`src/rtl/memory_stage.sv`:
```
// memory_stage: EX/MEM + MEM/WB pipeline registers with a stalling req/ready data-memory handshake.
module memory_stage #(
  parameter int WIDTH   = 24,
  parameter int REGADDR = 4,
  parameter int TIMEOUT = 15
) (
  input  logic               clk,
  input  logic               rst,
  input  logic [WIDTH-1:0]   ALUResultE,
  input  logic [WIDTH-1:0]   writeDataE,
  input  logic [REGADDR-1:0] WA3E,
  input  logic               RegWriteE,
  input  logic               MemWriteE,
  input  logic               MemToRegE,
  output logic               memReq,
  output logic               memWe,
  output logic [WIDTH-1:0]   memAddr,
  output logic [WIDTH-1:0]   memWData,
  input  logic [WIDTH-1:0]   memRData,
  input  logic               memReady,
  output logic               stallM,
  output logic [WIDTH-1:0]   forwardM,
  output logic [REGADDR-1:0] WA3M,
  output logic               RegWriteM,
  output logic [WIDTH-1:0]   forwardWB,
  output logic [REGADDR-1:0] WA3W,
  output logic               RegWriteW,
  output logic               memError
);
  localparam int CW = $clog2(TIMEOUT + 1);
  typedef enum logic {IDLE, WAIT} state_t;
  state_t state, state_n;
  logic [WIDTH-1:0] wd_m;
  logic mw_m, mtr_m, timeout, load_m;
  logic [CW-1:0] cnt;
  assign timeout  = state == WAIT && cnt == CW'(TIMEOUT - 1) && !memReady;
  assign stallM   = state == WAIT && !memReady && !timeout;
  assign load_m   = mtr_m && !mw_m;
  assign memAddr  = forwardM;
  assign memWData = wd_m;
  // A completing access captures the next instruction, so a memory op there keeps us in WAIT.
  always_comb begin
    state_n = stallM ? WAIT : ((MemWriteE || MemToRegE) ? WAIT : IDLE);
    memReq  = state == WAIT;
    memWe   = state == WAIT && mw_m;
  end
  always_ff @(posedge clk) begin
    if (rst) begin
      state     <= IDLE;
      cnt       <= '0;
      memError  <= 1'b0;
      forwardM  <= '0;
      wd_m      <= '0;
      WA3M      <= '0;
      RegWriteM <= 1'b0;
      mw_m      <= 1'b0;
      mtr_m     <= 1'b0;
      forwardWB <= '0;
      WA3W      <= '0;
      RegWriteW <= 1'b0;
    end else begin
      state    <= state_n;
      cnt      <= stallM ? cnt + CW'(1) : '0;
      memError <= memError || timeout;
      if (stallM) begin
        RegWriteW <= 1'b0;
      end else begin
        forwardM  <= ALUResultE;
        wd_m      <= writeDataE;
        WA3M      <= WA3E;
        RegWriteM <= RegWriteE;
        mw_m      <= MemWriteE;
        mtr_m     <= MemToRegE;
        RegWriteW <= RegWriteM && !mw_m;
        WA3W      <= WA3M;
        forwardWB <= load_m ? (timeout ? '0 : memRData) : forwardM;
      end
    end
  end
endmodule

```
`config.mk`:
```
export PLATFORM = sky130hd
export DESIGN_NAME = memory_stage
export DESIGN_NICKNAME = d
export VERILOG_FILES = /design/src/rtl/memory_stage.sv
export SDC_FILE = /design/constraint.sdc
export NUM_CORES = 1
export LEC_CHECK = 0
export BUFFER_PORTS_ARGS = -buffer_cell sky130_fd_sc_hd__buf_2
export CORE_MARGIN = 2
export CORE_UTILIZATION = 48
export CTS_BUF_LIST = sky130_fd_sc_hd__clkbuf_8
export DETAILED_ROUTE_END_ITERATION = 7
export PLACE_DENSITY = 0.82
export SETUP_SLACK_MARGIN = 0.2
export SLEW_MARGIN = 20
export SYNTH_ARGS = -nofsm -noshare
export SYNTH_HDL_FRONTEND = slang
export SYNTH_SLANG_ARGS = --single-unit
```
`constraint.sdc`:
```
create_clock -name clk -period 2.1 [get_ports clk]
set_clock_uncertainty 0.15 [all_clocks]
set_input_delay 0.21 -clock clk [delete_from_list [all_inputs] [get_ports clk]]
set_output_delay 0.21 -clock clk [all_outputs]
set_load 0.02 [all_outputs]
```
-- Word level (Yosys, flattened, before mapping)
Index checks and enable logic that the tools add are counted.
- register bits: 90
- output and inout port bits: 110
- word-level logic and storage cells: 33
- $add $sub $neg: 1
- equality and inequality tests: 1
- mux-type cells: 4
- bitwise operators: 1
- reductions and logical operators: 14
- operators with widths (operator ; count):
    2-to-1 mux 24 bit ; 2
    logical AND 1 bit ; 7
    adder 4 x 1 -> 4 bit, second input constant ; 1
    equality test 4 bit, second input constant ; 1
    OR reduction 2 bit ; 2
    logical NOT 1 bit ; 3
    logical OR 1 bit ; 2
    2-to-1 mux 1 bit ; 2
    NOT 1 bit ; 1

-- Longest topological paths before layout
Gate-level depths: netlist (run 1).
- word-level depth: 7
- gate-level depth with buffers: 7
- depth with buffers taken out: 6

-- Worst setup path after synthesis (run 1)
Ideal clock, no wire load.
- kind: reg-to-reg
- start: reg cnt[0]
- end: reg forwardWB[10]
- setup time: 0.132 ns
- data arrival time: 1.314 ns
- data required time: 1.818 ns
- path slack: 0.504 ns
- stages on the path, launching flop included: 8
- path buffers: 2
- clock period less this slack: 1.596 ns
- cells stage by stage: dfxtp_1 inv_1 ha_1 and3_1 buf_6 clkbuf_4 o211ai_1 a21oi_1
- longest elaborated chain between the ends: 5
- elaborated cells on any way between the ends: 7
- classes of those cells: eq/ne (1); mux (2); reduce/logical (4)
- RTL lines (element ; line ; source):
    start, declared ; 35 ; logic [CW-1:0] cnt;
    start signal, assigned ; 63 ; cnt <= stallM ? cnt + CW'(1) : '0;
    equality test 4 bit * ; 36 ; assign timeout = state == WAIT && cnt == CW'(TIMEOUT - 1) && !memReady;
    logical AND 1 bit * (2 in series) ; 36 ;
    2-to-1 mux 24 bit or logical NOT 1 bit (tied branches) ; 76, 37 ;
    2-to-1 mux 24 bit or logical AND 1 bit (tied branches) ; 76, 37 ;
    end signal, assigned ; 76 ; forwardWB <= load_m ? (timeout ? '0 : memRData) : forwardM;
    end, declared ; 25 ; output logic [WIDTH-1:0] forwardWB,
Every way passes the cells marked *; elsewhere a longest branch is shown, timed or not.
A chain may end at the register's enable or synchronous reset.

-- Worst setup path after layout (run 1)
- start: reg cnt[0]
- end: reg wd_m[18], in the netlist memWData[18]
- longest elaborated chain between the ends: 5
- RTL lines (element ; line ; source):
    equality test 4 bit ; 36 ;
    logical AND 1 bit (2 in series) ; 36 ;
    logical NOT 1 bit ; 37 ; assign stallM = state == WAIT && !memReady && !timeout;
    logical AND 1 bit ; 37 ;
    end signal, assigned ; 69 ; wd_m <= writeDataE;
    end, declared ; 33 ; logic [WIDTH-1:0] wd_m;
Every way passes these cells.

==> results.tsv, run 1 <==
stage	metric	value	unit
routing	wl	13100	µm
floorplanning	rows	33	
floorplanning	dieArea	9210	µm²
clock_network	path_clk_slew	0.09	ns
logic_synthesis	synth.area.mux_share	0	
logic_synthesis	yosysMostFrequentCell	dfxtp_1	
timing	post-route-period-util	0.875	
logic_synthesis	async_flop_share	0	
global_routing	grt_max_degree	52	
worst_setup_path	reg2reg_from	cnt[0]$_SDFF_PP0_	
floorplanning	core	8220	µm²
min_path	min_from	memRData[20]	
floorplanning	die_w	96.0	µm
worst_setup_path	crit_buf_inv	2	
job	max-cap-violations	0	
logic_synthesis	synthAdderAreaFrac	0.00616	
timing	fmax	0.544	GHz
layout	fillerInstances	647	
placement	place_area	4860	µm²
global_routing	overflow	0	
worst_setup_path	critical_path.cell_chain	inv_1 > ha_1 > and3_2 > buf_4 > o21ai_0 > a21oi_1	
clock_network	cts_buffer_depth	2	
worst_setup_path	cp-start-kind	flip-flop	
timing	drv_slew	0	
logic_synthesis	synthCells	468	
routing	routed_via_density	5.79	
logic_synthesis	ys_types	29	
worst_setup_path	crit_type	reg2reg	
logic_synthesis	synth_commonest_cells	dfxtp_1, a21oi_1, nand3_1, o21ai_0, buf_4	
placement	dp_slack	0.276	ns
floorplanning	die_h	96.0	µm
power	power_density	716	nW/µm²
timing	grt_setup_unrepaired	true	
floorplanning	num_io_pins	192	
worst_setup_path	worstReg2RegEnd	memWData[18]$_SDFFE_PP0N_	
layout	seqCellArea	1800	µm²
logic_synthesis	yosysTopAreaCell	dfxtp_1	
placement	port_buffers	191	
clock_network	clkLatencyLatePin	0.35	ns
timing	setup_viol	0	
power	leakage	2.57	nW
timing	relSlewSlack	0.595	
layout	syn_to_final_growth	39.6	%
logic_synthesis	syn_area_per_cell	8.68	µm²
worst_setup_path	cpMaxStageDelayCell	dfxtp_2	
clock_network	clkSinkCount	90	
logic_synthesis	syn_nets	552	
min_path	min_to	forwardWB[20]$_SDFFE_PP0N_	
worst_setup_path	required	2.16	ns
routing	drc	0	
global_routing	grt_pass1_vias	4217	
logic_synthesis	synth_compound_area_frac	0.274	
worst_setup_path	worstSetupPathDepth	6	
routing	ant_nets	0	
timing	worst_slew_pin_slew	0.607	ns
worst_setup_path	reg2reg_slack	0.26	ns
timing	finalCriticalPeriod	1.84	ns
logic_synthesis	yosys_register_bits	90	
run_status	outcome	finished clean	
routing	vias	4462	
logic_synthesis	ys.flop_type	dfxtp_1	
layout	multi_input_area	1790	µm²
worst_setup_path	slowest_delay	0.35	ns
logic_synthesis	synth_simple_gate_area_frac	0.150	
global_routing	grt.total_usage	0.277	
timing	worst_slack	0.262	ns
clock_network	cts_root_buffer	clkbuf_8	
routing	post_drt_wl_per_cell	17.0	µm
min_path	hp-class	in2reg	
logic_synthesis	synth-edff-count	0	
logic_synthesis	synth.top_cell.area_share	0.444	
layout	final_area	5670	µm²
global_routing	antenna_found_initial	0	
clock_network	cts_buffers	9	
global_routing	grt_first_pass_wirelength	20100	µm
timing	hold_violations	0	
layout	n_antenna_cell	0	
worst_setup_path	cp-end-kind	flip-flop	
placement	place.gp.congestion	0.707	
logic_synthesis	synth_area	4060	µm²
timing	fin_setup_tns	0	ns
layout	drive_gt1_frac	0.347	
clock_network	cts_max_level	3	
worst_setup_path	worstPathArrival	1.90	ns
logic_synthesis	synth_top_family_by_area	compound AO/OA/AOI/OAI gates	
min_path	holdPathStages	3	
worst_setup_path	crit_family	compound AO/OA/AOI/OAI gates	
worst_setup_path	rr_worst_depth	6	
power	ir_worst_vdd	0.000425	V
worst_setup_path	crit_fanout	42	
logic_synthesis	seq_area_frac_synth	0.444	
clock_network	cts_tree	done	
logic_synthesis	ys_warn_count	0	
logic_synthesis	ys_top_cells_by_area	dfxtp_1, a21oi_1, nand3_1, o21ai_0, a32oi_1	
floorplanning	start_util	0.494	
routing	drt_iter0_drc	212	
logic_synthesis	synth_xor_area_frac	0.00431	
placement	hpwl	7830	µm
layout	nNetsFinal	744	
routing	firstDrtPassIters	5	
==> state kept, by name, indices dropped and copies added (netlist names) <==
register   count
forwardM      24
forwardWB     24
memWData      24
WA3M           4
WA3W           4
cnt            4
RegWriteM      1
RegWriteW      1
memError       1
memReq         1
mtr_m          1
mw_m           1
==> power by group <==
| group | internal [mW] | switching (mW) | total [mW] |
|---|---|---|---|
| logic | 0.326 | 0.441 | 0.767 |
| clock network | 0.790 | 0.611 | 1.40 |
| registers | 1.81 | 0.0762 | 1.89 |
==> area by class of cell <==
class / instances / area share
well taps: 105 / 0.0232
clock inverters: 7 / 0.0208
inverters: 2 / 0.00132
multi-input cells: 295 / 0.316
repair buffers: 262 / 0.298
flip-flops and latches: 90 / 0.318
clock buffers: 9 / 0.0219
==> worst max path at each step <==
stage	startpoint	to	slack [ns]
5_1_grt	cnt[0]$_SDFF_PP0_	memWData[18]$_SDFFE_PP0N_	0.18
2_1_floorplan	cnt[0]$_SDFF_PP0_	forwardWB[10]$_SDFFE_PP0N_	0.50
3_5_place_dp	mtr_m$_SDFFE_PP0N_	forwardWB[3]$_SDFFE_PP0N_	0.28
4_1_cts	cnt[0]$_SDFF_PP0_	stallM	0.22
3_3_place_gp	mtr_m$_SDFFE_PP0N_	forwardWB[4]$_SDFFE_PP0N_	0.33
6_report	cnt[0]$_SDFF_PP0_	memWData[18]$_SDFFE_PP0N_	0.26
==> routing by layer <==
| layer | global-route usage | wire length, µm |
|---|---|---|
| met1 | 0.325 | 5020 |
| met2 | 0.467 | 6560 |
| met3 | 0.0893 | 1290 |
| met4 | 0.110 | 250 |
| met5 | 0 | 0 |
==> cell usage in the layout (no fill, tap or decap), types with 2 or more instances in the layout <==
master,netlist,final
buf_2,22,190
dfxtp_1,90,88
a21oi_1,85,85
nand3_1,61,60
o21ai_0,55,55
dlygate4sd3_1,0,55
o211ai_1,24,24
and3b_1,24,24
a32oi_1,24,24
buf_4,26,12
clkbuf_8,0,9
buf_12,0,5
o21ai_1,4,4
nor3_1,4,4
inv_1,2,3
bufinv_16,0,3
nor2_1,2,2
ha_1,2,2
clkinvlp_4,0,2
dfxtp_2,0,2
==> cells by family after synthesis <==
kind of cell    Yosys count
simple gates             99
buf+inv                  83
xor+xnor                  2
flops                    90
compound gates          192
fa+ha+maj                 2
==> stage by stage <==
stage	hold slack, ns	instances	power [mW]	util
after global placement	0.295	698	2.58	0.591
after global routing	0.0102	770	4.23	0.690
after floorplan	0.221	468	2.36	-
after detailed placement	0.304	698	2.60	0.591
final	0.0236	770	4.06	0.690
after CTS	0.00622	768	4.07	0.687
==> worst register-to-register path: stages (launching register included) <==
cell and delay [ns]:
dfxtp_2 0.35, inv_1 0.05, ha_1 0.23, and3_2 0.23
buf_4 0.25, o21ai_0 0.33, a21oi_1 0.12
==> repair_timing <==
item | 4_1_cts | 5_1_grt
pin swaps | 0 | 0
endpoints found under the setup margin | 1 | 27
setup buffers | 0 | 1
endpoints found under the hold margin | 54 | 1
resized for setup | 2 | 2
hold buffers | 54 | 1
(Power assumes the default switching activity.)
==> run 2: changes to the inputs <==
--- a/config.mk
+++ b/config.mk
@@ -6,11 +6,11 @@
 export NUM_CORES = 1
 export LEC_CHECK = 0
 export BUFFER_PORTS_ARGS = -buffer_cell sky130_fd_sc_hd__buf_2
-export CORE_MARGIN = 2
-export CORE_UTILIZATION = 48
+export CORE_MARGIN = 4
+export CORE_UTILIZATION = 35
 export CTS_BUF_LIST = sky130_fd_sc_hd__clkbuf_8
 export DETAILED_ROUTE_END_ITERATION = 7
-export PLACE_DENSITY = 0.82
+export PLACE_DENSITY = 0.63
 export SETUP_SLACK_MARGIN = 0.2
 export SLEW_MARGIN = 20
 export SYNTH_ARGS = -nofsm -noshare
==> run 2 against run 1 <==
  * Worst setup slack better by 0.016 ns
  * Routed wire length up 6.2%
  * Via count down 0.20%
  * Worst hold slack better by 0.00050 ns
  * Power down 1.5%
  * Clock power down 6%
  * Sequential share of layout area down 1.1 points
  * Non-clock buffer count up 18
  * Register-to-register slack better by 0.13 ns
  * Sequential power about the same
  * Critical path type is now reg2out
  * Largest cell class is now non-clock buffers
  * Largest power group unchanged
==> results.tsv, run 2 (synthesized netlist as in run 1, its figures left out) <==
stage	metric	value	unit	change
run_status	outcome	finished clean		
global_routing	grt_max_degree	51		-1.9%
timing	worst_slew_pin_slew	0.379	ns	-0.228 ns
power	p_int	2.83	mW	-3.4%
worst_setup_path	required	1.74	ns	-0.42 ns
global_routing	grt_pass1_vias	4317		+2.4%
placement	hpwl	8760	µm	+12%
worst_setup_path	worstReg2RegEnd	forwardWB[15]$_SDFFE_PP0N_		
global_routing	grt_first_pass_wirelength	22000	µm	+9.3%
power	seqPwrFrac	0.473		+0.008
floorplanning	num_io_pins	192		unchanged
timing	hold_violations	0		unchanged
worst_setup_path	reg2reg_slack	0.39	ns	+0.13 ns
clock_network	path_clk_slew	0.09	ns	about the same
layout	syn_to_final_growth	44.3	%	
power	power_density	681	nW/µm²	-4.8%
job	max-cap-violations	0		unchanged
clock_network	cts_tree	done		
routing	drt_iter0_drc	292		+38%
floorplanning	die_w	116	µm	+21%
power	power.switching	1.17	mW	+3.3%
layout	utilization	0.516		-0.174
routing	wl	13900	µm	+6.2%
layout	drive_gt1_frac	0.341		-0.00623
clock_network	cts_buffers	9		unchanged
worst_setup_path	crit_type	reg2out		
layout	seqCellArea	1800	µm²	about the same
global_routing	antenna_found_initial	0		unchanged
min_path	holdPathStages	3		unchanged
layout	multi_input_area	1790	µm²	-0.21%
power	p_sw_frac	0.292		+0.0136
clock_network	clkSinkCount	90		unchanged
placement	port_buffers	191		unchanged
floorplanning	core	11400	µm²	+38%
layout	fillerInstances	1052		+63%
layout	final_cell_mix	buf_2, dfxtp_1, a21oi_1		
min_path	hp-class	in2reg		
clock_network	cts_max_level	3		unchanged
worst_setup_path	worstPathArrival	1.46	ns	-0.44 ns
floorplanning	start_util	0.357		-0.137
routing	firstDrtPassIters	5		unchanged
timing	setup_viol	0		unchanged
routing	post_drt_wl_per_cell	16.9	µm	-0.99%
placement	placed_cells	738		+5.7%
timing	post-route-period-util	0.868		-0.00776
worst_setup_path	crit_fanout	6		-86%
placement	place.gp.congestion	0.785		+11%
layout	instances_no_fill	826		+7.3%
timing	finalCriticalPeriod	1.82	ns	-0.0163 ns
floorplanning	rows	39		+18%
routing	ant_nets	0		unchanged
timing	fin_setup_tns	0	ns	unchanged
timing	drv_slew	0		unchanged
layout	n_antenna_cell	0		unchanged
layout	final_common_cell	buf_2		
floorplanning	dieArea	13400	µm²	+45%
routing	drc	0		unchanged
global_routing	grt.total_usage	0.206		-0.0704
routing	routed_via_density	5.39		-7.0%
layout	nNetsFinal	762		+2.4%
min_path	min_from	memRData[14]		
min_path	min_to	forwardWB[14]$_SDFFE_PP0N_		
power	p_comb_frac	0.198		+0.009
clock_network	cts_root_buffer	clkbuf_8		
power	ir_worst_vdd	0.000397	V	-6.6%
floorplanning	die_h	116	µm	+21%
clock_network	clkLatencyLatePin	0.36	ns	about the same
routing	vias	4453		-0.20%
worst_setup_path	rr_worst_depth	6		unchanged
power	leakage	2.64	nW	+2.6%
power	power	3.99	mW	-1.5%
timing	relSlewSlack	0.746		+0.152
clock_network	cts_buffer_depth	2		unchanged
power	p_clk_frac	0.329		-0.017
global_routing	overflow	0		unchanged
worst_setup_path	reg2reg_from	cnt[0]$_SDFF_PP0_		
timing	fmax	0.549	GHz	+0.89%
timing	grt_setup_unrepaired	true		
worst_setup_path	cp-start-kind	flip-flop		
worst_setup_path	cp-end-kind	primary output		
## run 2: layout make-up
type / instances / area share
Clock buffer: 9 / 0.0211
Clock inverter: 7 / 0.0158
Inverter: 2 / 0.00128
Multi-Input combinational cell: 295 / 0.305
Sequential cell: 90 / 0.308
Tap cell: 143 / 0.0305
Timing Repair Buffer: 280 / 0.319
## run 2: how the worst max path moves through the flow
stage                      start                    endpoint  slack, ns  cells past startpoint
3_3_place_gp   cnt[0]$_SDFF_PP0_  forwardWB[16]$_SDFFE_PP0N_       0.40                      6
4_1_cts        memReq$_SDFF_PP0_                      stallM       0.22                      4
6_report       cnt[0]$_SDFF_PP0_                      stallM       0.28                      6
3_5_place_dp   cnt[0]$_SDFF_PP0_   memWData[22]$_SDFFE_PP0N_       0.32                      6
2_1_floorplan  cnt[0]$_SDFF_PP0_  forwardWB[10]$_SDFFE_PP0N_       0.50                      7
5_1_grt        cnt[0]$_SDFF_PP0_                      stallM       0.19                      6
## run 2: what timing repair did
action / 4_1_cts / 5_1_grt
endpoints found under the hold margin: 72 / 0
cloned: 0 / 0
endpoints found under the setup margin: 1 / 23
setup buffers: 0 / 1
gates resized for setup: 2 / 1
hold buffers: 71 / 0
## run 2: through the flow
| stage | cell area, µm² | hold WS (ns) | setup slack (ns) |
|---|---|---|---|
| 2_1_floorplan | 4060 | 0.221 | 0.504 |
| 3_3_place_gp | 4920 | 0.296 | 0.399 |
| 3_5_place_dp | 4920 | 0.306 | 0.316 |
| 4_1_cts | 5850 | 0.000842 | 0.224 |
| 5_1_grt | 5860 | 0.0110 | 0.188 |
| 6_report | 5860 | 0.0241 | 0.278 |
## run 2: per-layer routing
metal	vias to the layer above	track usage	share of wire
li1	2115	-	-
met1	2096	0.250	0.41
met2	217	0.347	0.48
met3	25	0.0564	0.084
met4	0	0.0866	0.023
met5	-	0	0
## run 2: power groups by stage
stage	clock, mW	sequential, mW	combinational (mW)
after global placement	0	1.92	0.679
after CTS	1.36	1.89	0.791
after floorplan	0	2.04	0.323
after detailed placement	0	1.93	0.688
final	1.31	1.89	0.792
after global routing	1.43	1.90	0.861
## run 2: critical path, stage by stage, from the launching register on
cell     delay (ns)
dfxtp_2        0.36
inv_1          0.05
ha_1           0.23
nand3_4        0.13
nand2_4        0.08
inv_1          0.09
buf_2          0.17
==> run 3: changes to the inputs <==
--- a/config.mk
+++ b/config.mk
@@ -7,10 +7,11 @@
 export LEC_CHECK = 0
 export BUFFER_PORTS_ARGS = -buffer_cell sky130_fd_sc_hd__buf_2
 export CORE_MARGIN = 4
-export CORE_UTILIZATION = 35
+export CORE_UTILIZATION = 30
 export CTS_BUF_LIST = sky130_fd_sc_hd__clkbuf_8
 export DETAILED_ROUTE_END_ITERATION = 7
-export PLACE_DENSITY = 0.63
+export HOLD_SLACK_MARGIN = 0.08
+export PLACE_DENSITY = 0.56
 export SETUP_SLACK_MARGIN = 0.2
 export SLEW_MARGIN = 20
 export SYNTH_ARGS = -nofsm -noshare
==> run 3 against run 2 <==
  * Sequential power about the same
  * Final area up 2.3%
  * Clock power about the same
  * Sequential cell count unchanged
  * Die area up 15%
  * Core utilization down 6.3 points
  * Clock-buffer cell count up 1
  * Critical endpoint unchanged
==> results.tsv, run 3 (synthesized netlist as in run 1, its figures left out) <==
stage	metric	value	unit	change
power	power_density	671	nW/µm²	-1.5%
power	p_int	2.86	mW	+1.2%
timing	drv_slew	0		unchanged
routing	route.met3.wl	1030	µm	-12%
layout	n_antenna_cell	0		unchanged
global_routing	grt.total_usage	0.182		-0.0247
placement	port_buffers	191		unchanged
timing	relSlewSlack	0.674		-0.0729
worst_setup_path	cp-end-kind	primary output		
routing	highest_layer	met4		
floorplanning	core	13200	µm²	+16%
clock_network	cts_root_buffer	clkbuf_8		
routing	post_drt_wl_per_cell	16.6	µm	-1.4%
floorplanning	die_w	124	µm	+7.5%
timing	setup_viol	0		unchanged
global_routing	antenna_found_initial	0		unchanged
timing	post-route-period-util	0.847		-0.0208
power	ir_worst_vdd	0.000282	V	-29%
layout	instances_no_fill	869		+5.2%
global_routing	grt_max_degree	55		+7.8%
clock_network	path_clk_slew	0.08	ns	about the same
worst_setup_path	crit_fanout	6		unchanged
routing	wl	14400	µm	+3.7%
run_status	outcome	finished clean		
timing	fmax	0.562	GHz	+2.5%
power	seqPwrFrac	0.468		-0.005
routing	ant_nets	0		unchanged
global_routing	grt_pass1_vias	4308		-0.21%
min_path	hp-class	in2reg		
layout	final_common_cell	buf_2		
layout	drive_gt1_frac	0.336		-0.00492
timing	worst_slew_pin_slew	0.490	ns	+0.111 ns
power	leakage	2.68	nW	+1.7%
power	power	4.03	mW	+0.79%
routing	met1_length	6340	µm	+11%
worst_setup_path	cp-start-kind	flip-flop		
clock_network	cts_tree	done		
worst_setup_path	worstPathArrival	1.42	ns	-0.04 ns
routing	routed_via_density	5.14		-4.6%
placement	hpwl	8830	µm	+0.84%
placement	dp_slack	0.264	ns	-0.0517 ns
clock_network	clkSinkCount	90		unchanged
clock_network	clkLatencyLatePin	0.37	ns	about the same
timing	hold_violations	0		unchanged
timing	worst_slack	0.322	ns	+0.0438 ns
floorplanning	die_h	124	µm	+7.5%
layout	nNetsFinal	772		+1.3%
routing	firstDrtPassIters	4		-1
timing	fin_setup_tns	0	ns	unchanged
placement	placed_cells	769		+4.2%
layout	final_area	6000	µm²	+2.3%
power	p_clk_frac	0.331		+0.002
timing	grt_setup_unrepaired	false		
power	p_sw_frac	0.289		-0.00291
global_routing	grt_first_pass_wirelength	23100	µm	+5.4%
placement	place_area	4940	µm²	+0.33%
layout	final_cell_mix	buf_2, dfxtp_1, a21oi_1		
clock_network	cts_buffer_depth	2		unchanged
power	power.switching	1.16	mW	-0.21%
floorplanning	dieArea	15500	µm²	+15%
job	max-cap-violations	0		unchanged
routing	drc	0		unchanged
floorplanning	start_util	0.307		-0.0505
routing	drt_iter0_drc	354		+21%
global_routing	overflow	0		unchanged
power	p_comb_frac	0.201		+0.003
placement	place.gp.congestion	0.726		-7.5%
layout	syn_to_final_growth	47.6	%	
timing	finalCriticalPeriod	1.78	ns	-0.0438 ns
worst_setup_path	required	1.74	ns	about the same
routing	vias	4467		+0.31%
worst_setup_path	crit_type	reg2out		
floorplanning	rows	42		+7.7%
clock_network	cts_buffers	9		unchanged
routing	route.met2.wl	6760	µm	+0.63%
clock_network	cts_max_level	3		unchanged
floorplanning	num_io_pins	192		unchanged
## run 3: cell count changes in the layout (fill, tap and decap cells not counted)
cell           delta
buf_12            -1
buf_2             -2
buf_4             +4
clkbuf_8          +1
clkinv_2          -1
clkinv_4          -1
clkinvlp_4        +1
dlygate4sd3_1     +9
inv_1             +1
inv_6             -1
## run 3: area by class of cell
class	count	area [µm²]
Timing Repair Buffer	290	1960
Multi-Input combinational cell	295	1790
Clock inverter	6	81.3
Tap cell	176	220
Fill cell	1300	7250
Clock buffer	10	138
Sequential cell	90	1800
Inverter	2	7.51
## run 3: power groups by stage
stage / Sequential (mW) / Clock (mW) / Combinational, mW
2_1_floorplan: 2.04 / 0 / 0.323
3_3_place_gp: 1.92 / 0 / 0.680
3_5_place_dp: 1.92 / 0 / 0.687
4_1_cts: 1.89 / 1.37 / 0.804
5_1_grt: 1.90 / 1.44 / 0.877
6_report: 1.89 / 1.33 / 0.809
## run 3: what timing repair did
| item | 4_1_cts | 5_1_grt |
|---|---|---|
| setup buffers | 0 | 4 |
| resized for setup | 2 | 2 |
| hold buffers | 80 | 0 |
| setup endpoints to repair | 1 | 37 |
| endpoints found under the hold margin | 80 | 0 |
## run 3: through the flow
stage / util / hold slack (ns)
floorplan: - / 0.221
global placement: 0.373 / 0.300
detailed placement: 0.373 / 0.306
CTS: 0.450 / 0.101
global route: 0.453 / 0.121
finish: 0.453 / 0.130
## run 3: final timing paths
path | from | end | cells past startpoint | slack [ns]
max | cnt[0]$_SDFF_PP0_ | stallM | 6 | 0.32
min | rst | memError$_SDFF_PP0_ | 2 | 0.13
max reg2reg | cnt[0]$_SDFF_PP0_ | memWData[21]$_SDFFE_PP0N_ | 6 | 0.41
min reg2reg | memWData[15]$_SDFFE_PP0N_ | memWData[15]$_SDFFE_PP0N_ | 2 | 0.32
## run 3: critical path, cell delays in order (launching register included)
cell and delay [ns]:
dfxtp_2 0.34, inv_1 0.04, ha_1 0.22, nand3_4 0.12, nand2_4 0.08, inv_1 0.09
buf_4 0.15
## run 3: routing by layer
layer  vias to the layer above  GRT usage
met2                       179      0.290
met4                         0     0.0696
met1                      2131      0.230
li1                       2134          -
met3                        23     0.0566
met5                         -          0
